**src/rtl/alu_share_arbiter_if.sv**
```systemverilog
`default_nettype none
// +------------------------------------------------------------------+
// | alu_share_arbiter_if                                              |
// | Request A/B, shared response and status bundle for the arbiter.  |
// | Rev 1.0                                                           |
// +------------------------------------------------------------------+
interface alu_share_arbiter_if #(
  parameter int DATA_W = 32
);
  logic              a_valid_i;
  logic              a_ready_o;
  logic [2:0]        a_op_i;
  logic [DATA_W-1:0] a_data1_i;
  logic [DATA_W-1:0] a_data2_i;

  logic              b_valid_i;
  logic              b_ready_o;
  logic [2:0]        b_op_i;
  logic [DATA_W-1:0] b_data1_i;
  logic [DATA_W-1:0] b_data2_i;

  logic              rsp_valid_o;
  logic              rsp_ready_i;
  logic              rsp_id_o;
  logic [DATA_W-1:0] rsp_data_o;
  logic              rsp_zero_o;
  logic              rsp_err_o;
  logic              busy_o;

  modport slave (
    input  a_valid_i, a_op_i, a_data1_i, a_data2_i,
    input  b_valid_i, b_op_i, b_data1_i, b_data2_i,
    input  rsp_ready_i,
    output a_ready_o, b_ready_o,
    output rsp_valid_o, rsp_id_o, rsp_data_o, rsp_zero_o, rsp_err_o, busy_o
  );

  modport master (
    output a_valid_i, a_op_i, a_data1_i, a_data2_i,
    output b_valid_i, b_op_i, b_data1_i, b_data2_i,
    output rsp_ready_i,
    input  a_ready_o, b_ready_o,
    input  rsp_valid_o, rsp_id_o, rsp_data_o, rsp_zero_o, rsp_err_o, busy_o
  );
endinterface
`default_nettype wire

```
**src/rtl/alu_share_arbiter.sv**
```systemverilog
`default_nettype none
// +------------------------------------------------------------------+
// | alu_share_arbiter                                                 |
// | Round-robin sharing of one and/or/add/sub/mul ALU by two callers. |
// | Rev 1.0                                                           |
// +------------------------------------------------------------------+
module alu_share_arbiter #(
  parameter int DATA_W  = 32,
  parameter int MUL_LAT = 3   // legal range 1..15
) (
  input  wire logic          clk_i,
  input  wire logic          rst_i,
  alu_share_arbiter_if.slave bus
);

  typedef enum logic [1:0] {
    S_IDLE = 2'd0,
    S_EXEC = 2'd1,
    S_RESP = 2'd2
  } state_t;

  localparam logic [2:0] c_op_and = 3'b000;
  localparam logic [2:0] c_op_or  = 3'b001;
  localparam logic [2:0] c_op_add = 3'b010;
  localparam logic [2:0] c_op_sub = 3'b011;
  localparam logic [2:0] c_op_mul = 3'b100;
  localparam logic [3:0] c_mul_cnt = 4'(MUL_LAT - 1);

  state_t            r_state;
  logic              r_rr_last;
  logic [2:0]        r_op;
  logic [DATA_W-1:0] r_d1;
  logic [DATA_W-1:0] r_d2;
  logic              r_id;
  logic [3:0]        r_cnt;
  logic              r_rsp_valid;
  logic [DATA_W-1:0] r_rsp_data;
  logic              r_rsp_zero;
  logic              r_rsp_err;

  logic              w_idle;
  logic              w_grant_a;
  logic              w_grant_b;
  logic              w_accept;
  logic [2:0]        w_sel_op;
  logic [DATA_W-1:0] w_alu;
  logic              w_illegal;

  // On a tie the requester that did not win last time is granted.
  assign w_idle    = (r_state == S_IDLE);
  assign w_grant_a = w_idle && bus.a_valid_i && (!bus.b_valid_i || r_rr_last);
  assign w_grant_b = w_idle && bus.b_valid_i && (!bus.a_valid_i || !r_rr_last);
  assign w_accept  = w_grant_a || w_grant_b;
  assign w_sel_op  = w_grant_b ? bus.b_op_i : bus.a_op_i;

  assign bus.a_ready_o   = w_grant_a;
  assign bus.b_ready_o   = w_grant_b;
  assign bus.rsp_valid_o = r_rsp_valid;
  assign bus.rsp_id_o    = r_id;
  assign bus.rsp_data_o  = r_rsp_data;
  assign bus.rsp_zero_o  = r_rsp_zero;
  assign bus.rsp_err_o   = r_rsp_err;
  assign bus.busy_o      = !w_idle;

  always_comb begin
    w_alu     = '0;
    w_illegal = 1'b0;
    case (r_op)
      c_op_and: w_alu = r_d1 & r_d2;
      c_op_or:  w_alu = r_d1 | r_d2;
      c_op_add: w_alu = r_d1 + r_d2;
      c_op_sub: w_alu = r_d1 - r_d2;
      c_op_mul: w_alu = r_d1 * r_d2;
      default:  w_illegal = 1'b1;
    endcase
  end

  always_ff @(posedge clk_i or negedge rst_i) begin
    if (!rst_i) begin
      r_state     <= S_IDLE;
      r_rr_last   <= 1'b1;
      r_op        <= '0;
      r_d1        <= '0;
      r_d2        <= '0;
      r_id        <= 1'b0;
      r_cnt       <= '0;
      r_rsp_valid <= 1'b0;
      r_rsp_data  <= '0;
      r_rsp_zero  <= 1'b0;
      r_rsp_err   <= 1'b0;
    end else begin
      case (r_state)
        S_IDLE: begin
          if (w_accept) begin
            r_op      <= w_sel_op;
            r_d1      <= w_grant_b ? bus.b_data1_i : bus.a_data1_i;
            r_d2      <= w_grant_b ? bus.b_data2_i : bus.a_data2_i;
            r_id      <= w_grant_b;
            r_rr_last <= w_grant_b;
            r_cnt     <= (w_sel_op == c_op_mul) ? c_mul_cnt : 4'd0;
            r_state   <= S_EXEC;
          end
        end
        S_EXEC: begin
          if (r_cnt == 4'd0) begin
            r_rsp_data  <= w_alu;
            r_rsp_zero  <= (w_alu == '0);
            r_rsp_err   <= w_illegal;
            r_rsp_valid <= 1'b1;
            r_state     <= S_RESP;
          end else begin
            r_cnt <= r_cnt - 4'd1;
          end
        end
        S_RESP: begin
          // Response fields return to zero once consumed.
          if (bus.rsp_ready_i) begin
            r_rsp_valid <= 1'b0;
            r_rsp_data  <= '0;
            r_rsp_zero  <= 1'b0;
            r_rsp_err   <= 1'b0;
            r_state     <= S_IDLE;
          end
        end
        default: r_state <= S_IDLE;
      endcase
    end
  end

endmodule
`default_nettype wire

```
**src/flat_wrapper.sv**
```systemverilog
// flat-port wrapper written by rule: the top's interface ports become plain ports
module alu_share_arbiter_flat 
#(
  parameter int DATA_W  = 32,
  parameter int MUL_LAT = 3                       
)
  (clk_i, rst_i, bus_a_valid_i, bus_a_op_i, bus_a_data1_i, bus_a_data2_i, bus_b_valid_i, bus_b_op_i, bus_b_data1_i, bus_b_data2_i, bus_rsp_ready_i, bus_a_ready_o, bus_b_ready_o, bus_rsp_valid_o, bus_rsp_id_o, bus_rsp_data_o, bus_rsp_zero_o, bus_rsp_err_o, bus_busy_o);
  alu_share_arbiter_if #(.DATA_W(DATA_W)) bus_i ();
  input  wire logic clk_i;
  input  wire logic rst_i;
  input wire logic [$bits(bus_i.a_valid_i)-1:0] bus_a_valid_i;
  input wire logic [$bits(bus_i.a_op_i)-1:0] bus_a_op_i;
  input wire logic [$bits(bus_i.a_data1_i)-1:0] bus_a_data1_i;
  input wire logic [$bits(bus_i.a_data2_i)-1:0] bus_a_data2_i;
  input wire logic [$bits(bus_i.b_valid_i)-1:0] bus_b_valid_i;
  input wire logic [$bits(bus_i.b_op_i)-1:0] bus_b_op_i;
  input wire logic [$bits(bus_i.b_data1_i)-1:0] bus_b_data1_i;
  input wire logic [$bits(bus_i.b_data2_i)-1:0] bus_b_data2_i;
  input wire logic [$bits(bus_i.rsp_ready_i)-1:0] bus_rsp_ready_i;
  output wire logic [$bits(bus_i.a_ready_o)-1:0] bus_a_ready_o;
  output wire logic [$bits(bus_i.b_ready_o)-1:0] bus_b_ready_o;
  output wire logic [$bits(bus_i.rsp_valid_o)-1:0] bus_rsp_valid_o;
  output wire logic [$bits(bus_i.rsp_id_o)-1:0] bus_rsp_id_o;
  output wire logic [$bits(bus_i.rsp_data_o)-1:0] bus_rsp_data_o;
  output wire logic [$bits(bus_i.rsp_zero_o)-1:0] bus_rsp_zero_o;
  output wire logic [$bits(bus_i.rsp_err_o)-1:0] bus_rsp_err_o;
  output wire logic [$bits(bus_i.busy_o)-1:0] bus_busy_o;
  assign bus_i.a_valid_i = bus_a_valid_i;
  assign bus_i.a_op_i = bus_a_op_i;
  assign bus_i.a_data1_i = bus_a_data1_i;
  assign bus_i.a_data2_i = bus_a_data2_i;
  assign bus_i.b_valid_i = bus_b_valid_i;
  assign bus_i.b_op_i = bus_b_op_i;
  assign bus_i.b_data1_i = bus_b_data1_i;
  assign bus_i.b_data2_i = bus_b_data2_i;
  assign bus_i.rsp_ready_i = bus_rsp_ready_i;
  assign bus_a_ready_o = bus_i.a_ready_o;
  assign bus_b_ready_o = bus_i.b_ready_o;
  assign bus_rsp_valid_o = bus_i.rsp_valid_o;
  assign bus_rsp_id_o = bus_i.rsp_id_o;
  assign bus_rsp_data_o = bus_i.rsp_data_o;
  assign bus_rsp_zero_o = bus_i.rsp_zero_o;
  assign bus_rsp_err_o = bus_i.rsp_err_o;
  assign bus_busy_o = bus_i.busy_o;
  alu_share_arbiter #(.DATA_W(DATA_W), .MUL_LAT(MUL_LAT)) u_core (.clk_i(clk_i), .rst_i(rst_i), .bus(bus_i));
endmodule
```
**config.mk**
```make
export PLATFORM = sky130hd
export DESIGN_NAME = alu_share_arbiter_flat
export DESIGN_NICKNAME = d
export VERILOG_FILES = /design/src/rtl/alu_share_arbiter_if.sv /design/src/rtl/alu_share_arbiter.sv /design/src/flat_wrapper.sv
export SDC_FILE = /design/constraint.sdc
export NUM_CORES = 2
export LEC_CHECK = 0
export ABC_AREA = 1
export CAP_MARGIN = 40
export CORE_MARGIN = 10
export CORE_UTILIZATION = 45
export DETAILED_ROUTE_END_ITERATION = 7
export GPL_TIMING_DRIVEN = 0
export MAX_ROUTING_LAYER = met4
export PLACE_DENSITY = 0.71
export SYNTH_ARGS = -nofsm -noshare
export SYNTH_HDL_FRONTEND = slang
export SYNTH_SLANG_ARGS = --single-unit
```
**constraint.sdc**
```tcl
create_clock -name clk_i -period 13.4 [get_ports clk_i]
set_input_delay 2.01 -clock clk_i [delete_from_list [all_inputs] [get_ports clk_i]]
set_output_delay 2.01 -clock clk_i [all_outputs]
set_load 0.01 [all_outputs]
```
==> reports/qor.csv <==
stage,metric,value,unit
synthesis,yosysTopAreaCellShare,32.6,%
clock_tree,cts.path.max_buffers,2,
timing,grt_setup_unrepaired,false,
detailed_routing,wl,99.9,mm
layout,stdcell_area,0.0285,mm²
clock_tree,cts-buffers-inserted,9,
detailed_routing,vias,24000,
synthesis,synth-seq-cells,110,
timing,worstMarginPinSlew,1010,ps
synthesis,synth_area_leaders,"fa_1, nand2_1, inv_1",
timing,final.min_clock_period,9190,ps
grt,first_global_vias,24200,
clock_tree,clk_latency,370,ps
grt,antenna_found_initial,3,
worst_setup_path,crit_type,reg2reg,
worst_hold_path,hold_depth,2,
grt,grt_usage,31.0,%
detailed_routing,via_per_inst,5.32,
synthesis,syn_area_per_cell,7.09,µm²
timing,finalHoldViolCount,0,
detailed_routing,drc_errors,0,
clock_tree,cts_setup_buffers,0,
timing,slew_headroom,32.9,%
synthesis,yosysSeqAreaShare,10.9,%
detailed_routing,drtIter0Drc,2533,
detailed_routing,final_antenna_net_count,0,
placed_design,dp_hpwl,84.2,mm
layout,fill_cells,5505,
synthesis,synth_area,0.0252,mm²
floorplan,rows,86,
grt,grt_overflow,0,
placed_design,numPortBuffers,177,
timing,fin_setup_tns,0,ps
grt,grt_max_degree,65,
worst_setup_path,end_kind,flop,
floorplan,die-area,0.0657,mm²
detailed_routing,wl_per_cell,22.1,µm
timing,max_freq,109,MHz
floorplan,dieWidth,256,µm
placed_design,placed_area,0.0282,mm²
synthesis,syn_inst,3547,
worst_setup_path,cp-start-kind,flop,
clock_tree,root_buffer,clkbuf_16,
worst_setup_path,path_max_fanout,10,
layout,fin_nets,4465,
status,outcome,completed,
flow_run,maxCapViolCount,0,
worst_setup_path,rr_worst_depth,25,
synthesis,yosysUniqueCellTypes,45,
clock_tree,htree_levels,3,
clock_tree,path_clk_slew,90,ps
clock_tree,postCtsHoldBufs,0,
floorplan,die_y,256,µm
grt,grt_first_pass_wirelength,149,mm
timing,finalCritPeriodShare,68.6,%
layout,final_layout_size_suffix_gt1_share,2.02,%
worst_setup_path,required,13710,ps
floorplan,ios,178,
placed_design,place.gp.congestion,1.06,
worst_hold_path,hold_class,reg2reg,
worst_setup_path,cp_common_cell,fa_1,
timing,clock_skew,18.6,ps
layout,syn2layout_area_growth,13.3,%
clock_tree,clock_sinks,110,
synthesis,yosys_warnings,0,
timing,timing.final.max_slew_violations,0,
worst_setup_path,critPathSlowestCell,buf_1,
clock_tree,cts_resized,0,
worst_setup_path,arrival,9500,ps
clock_tree,cts_tree,done,
timing,setup_viol,0,
synthesis,yosysTopAreaCell,fa_1,
floorplan,coreArea,0.0552,mm²
detailed_routing,first_pass_iters,6,
floorplan,start_util,45.6,%
worst_setup_path,crit_path_max_incr_delay,720,ps
synthesis,synthesis.nets,4254,
[cell usage after synthesis, drive strengths merged]
cell / n
a21boi: 2
a21o: 5
a21oi: 182
a22o: 7
a22oi: 1
a31oi: 19
a32o: 1
and2: 1
buf: 59
clkbuf: 108
clkinv: 3
dfrtp: 109
dfstp: 1
fa: 409
ha: 159
inv: 903
mux2i: 2
nand2: 918
nand3: 103
nand3b: 18
nand4: 24
nor2: 215
nor3: 18
nor3b: 2
nor4: 8
o211a: 1
o211ai: 4
o21a: 2
o21ai: 130
o21bai: 2
o22ai: 50
o31ai: 2
or2: 7
or4: 1
xnor2: 15
xor2: 56
[metrics by stage]
step / std cells / utilization [%] / worst slack [ps] / hold WS [ps]
2_1_floorplan: 3547 / - / 6580 / 475
3_3_place_gp: 4472 / 50.5 / 4040 / 456
3_5_place_dp: 4495 / 51.0 / 4320 / 459
4_1_cts: 4511 / 51.6 / 4290 / 480
5_1_grt: 4515 / 51.6 / 3920 / 521
6_report: 4515 / 51.6 / 4210 / 475
[routing by layer]
metal | vias up | part of all wire (%) | GRT usage, %
met2 | 1338 | 44 | 47.3
met5 | - | 0 | -
met3 | 273 | 10 | 6.31
met1 | 11500 | 39 | 38.5
met4 | 0 | 6.4 | 15.9
li1 | 10900 | - | -
[placed cells by master (no fill, tap or decap), drive strengths merged, types with 19 or more instances in the layout]
| cell type | netlist | routed |
|---|---|---|
| nand3 | 103 | 103 |
| o22ai | 50 | 50 |
| a21oi | 182 | 182 |
| clkdlybuf4s50 | 0 | 176 |
| nand2 | 918 | 918 |
| a31oi | 19 | 19 |
| dfrtp | 109 | 109 |
| inv | 903 | 906 |
| o21ai | 130 | 130 |
| fa | 409 | 409 |
| xor2 | 56 | 56 |
| ha | 159 | 159 |
| clkbuf | 108 | 117 |
| buf | 59 | 83 |
| nand4 | 24 | 24 |
| nor2 | 215 | 215 |
[final cells by class]
type                    count  area [µm²]  area share (%)
inverters                 906        3400            11.9
diodes                      4        10.0          0.0351
multi-input cells        2364       18300            64.4
plain buffers             167         657            2.31
clock buffers               9         225           0.791
clock inverters             7        75.1           0.264
repair buffers            200        2080            7.31
well taps                 748         936            3.29
flip-flops and latches    110        2750            9.67
[cell families (layout without fill, tap and decap cells)]
logic type	Yosys count	count (layout)	share of synthesized area [%]
AO/OA/AOI/OAI	408	408	8.84
other	0	4	0
flip-flops	110	110	10.9
AND/OR/NAND/NOR	1315	1315	21.1
buffers and inverters	1073	1289	16.1
multiplexers	2	2	0.0796
adder cells (fa/ha/maj)	568	568	40.5
XOR/XNOR	71	71	2.47
[final timing paths]
check | end | slack (ps) | from
min in group asynchronous | u_core.r_cnt[0]$_DFFE_PN0P_ | 1550 | rst_i
min reg2reg | u_core.bus.rsp_id_o$_DFFE_PN0P_ | 470 | u_core.bus.rsp_id_o$_DFFE_PN0P_
max reg2reg | u_core.bus.rsp_zero_o$_DFFE_PN0P_ | 4210 | u_core.r_d2[2]$_DFFE_PN0P_
max | u_core.bus.rsp_zero_o$_DFFE_PN0P_ | 4210 | u_core.r_d2[2]$_DFFE_PN0P_
min | u_core.bus.rsp_id_o$_DFFE_PN0P_ | 470 | u_core.bus.rsp_id_o$_DFFE_PN0P_
max in group asynchronous | u_core.r_d1[7]$_DFFE_PN0P_ | 11160 | rst_i
[sequential cells by signal (all words and copies together), names as in the netlist]
| register | cells |
|---|---|
| u_core.r_rr_last | 1 |
| u_core.bus.rsp_data_o | 32 |
| u_core.r_state | 2 |
| u_core.r_op | 3 |
| u_core.bus.rsp_id_o | 1 |
| u_core.bus.rsp_valid_o | 1 |
| u_core.bus.rsp_err_o | 1 |
| u_core.r_d2 | 32 |
| u_core.r_cnt | 4 |
| u_core.bus.rsp_zero_o | 1 |
| u_core.r_d1 | 32 |
[critical path, delay by kind of cell, from the launching register on]
family	cells	cell delay (ps)
adders and majority gates	9	4510
buffers and inverters	5	1530
and+or+nand+nor	8	1490
AOI/OAI and AO/OA	3	910
DFF	1	680
Power is left out: the tool's default activity adds up to more than one toggle a clock period on the data nets, which glitch-free logic cannot reach.
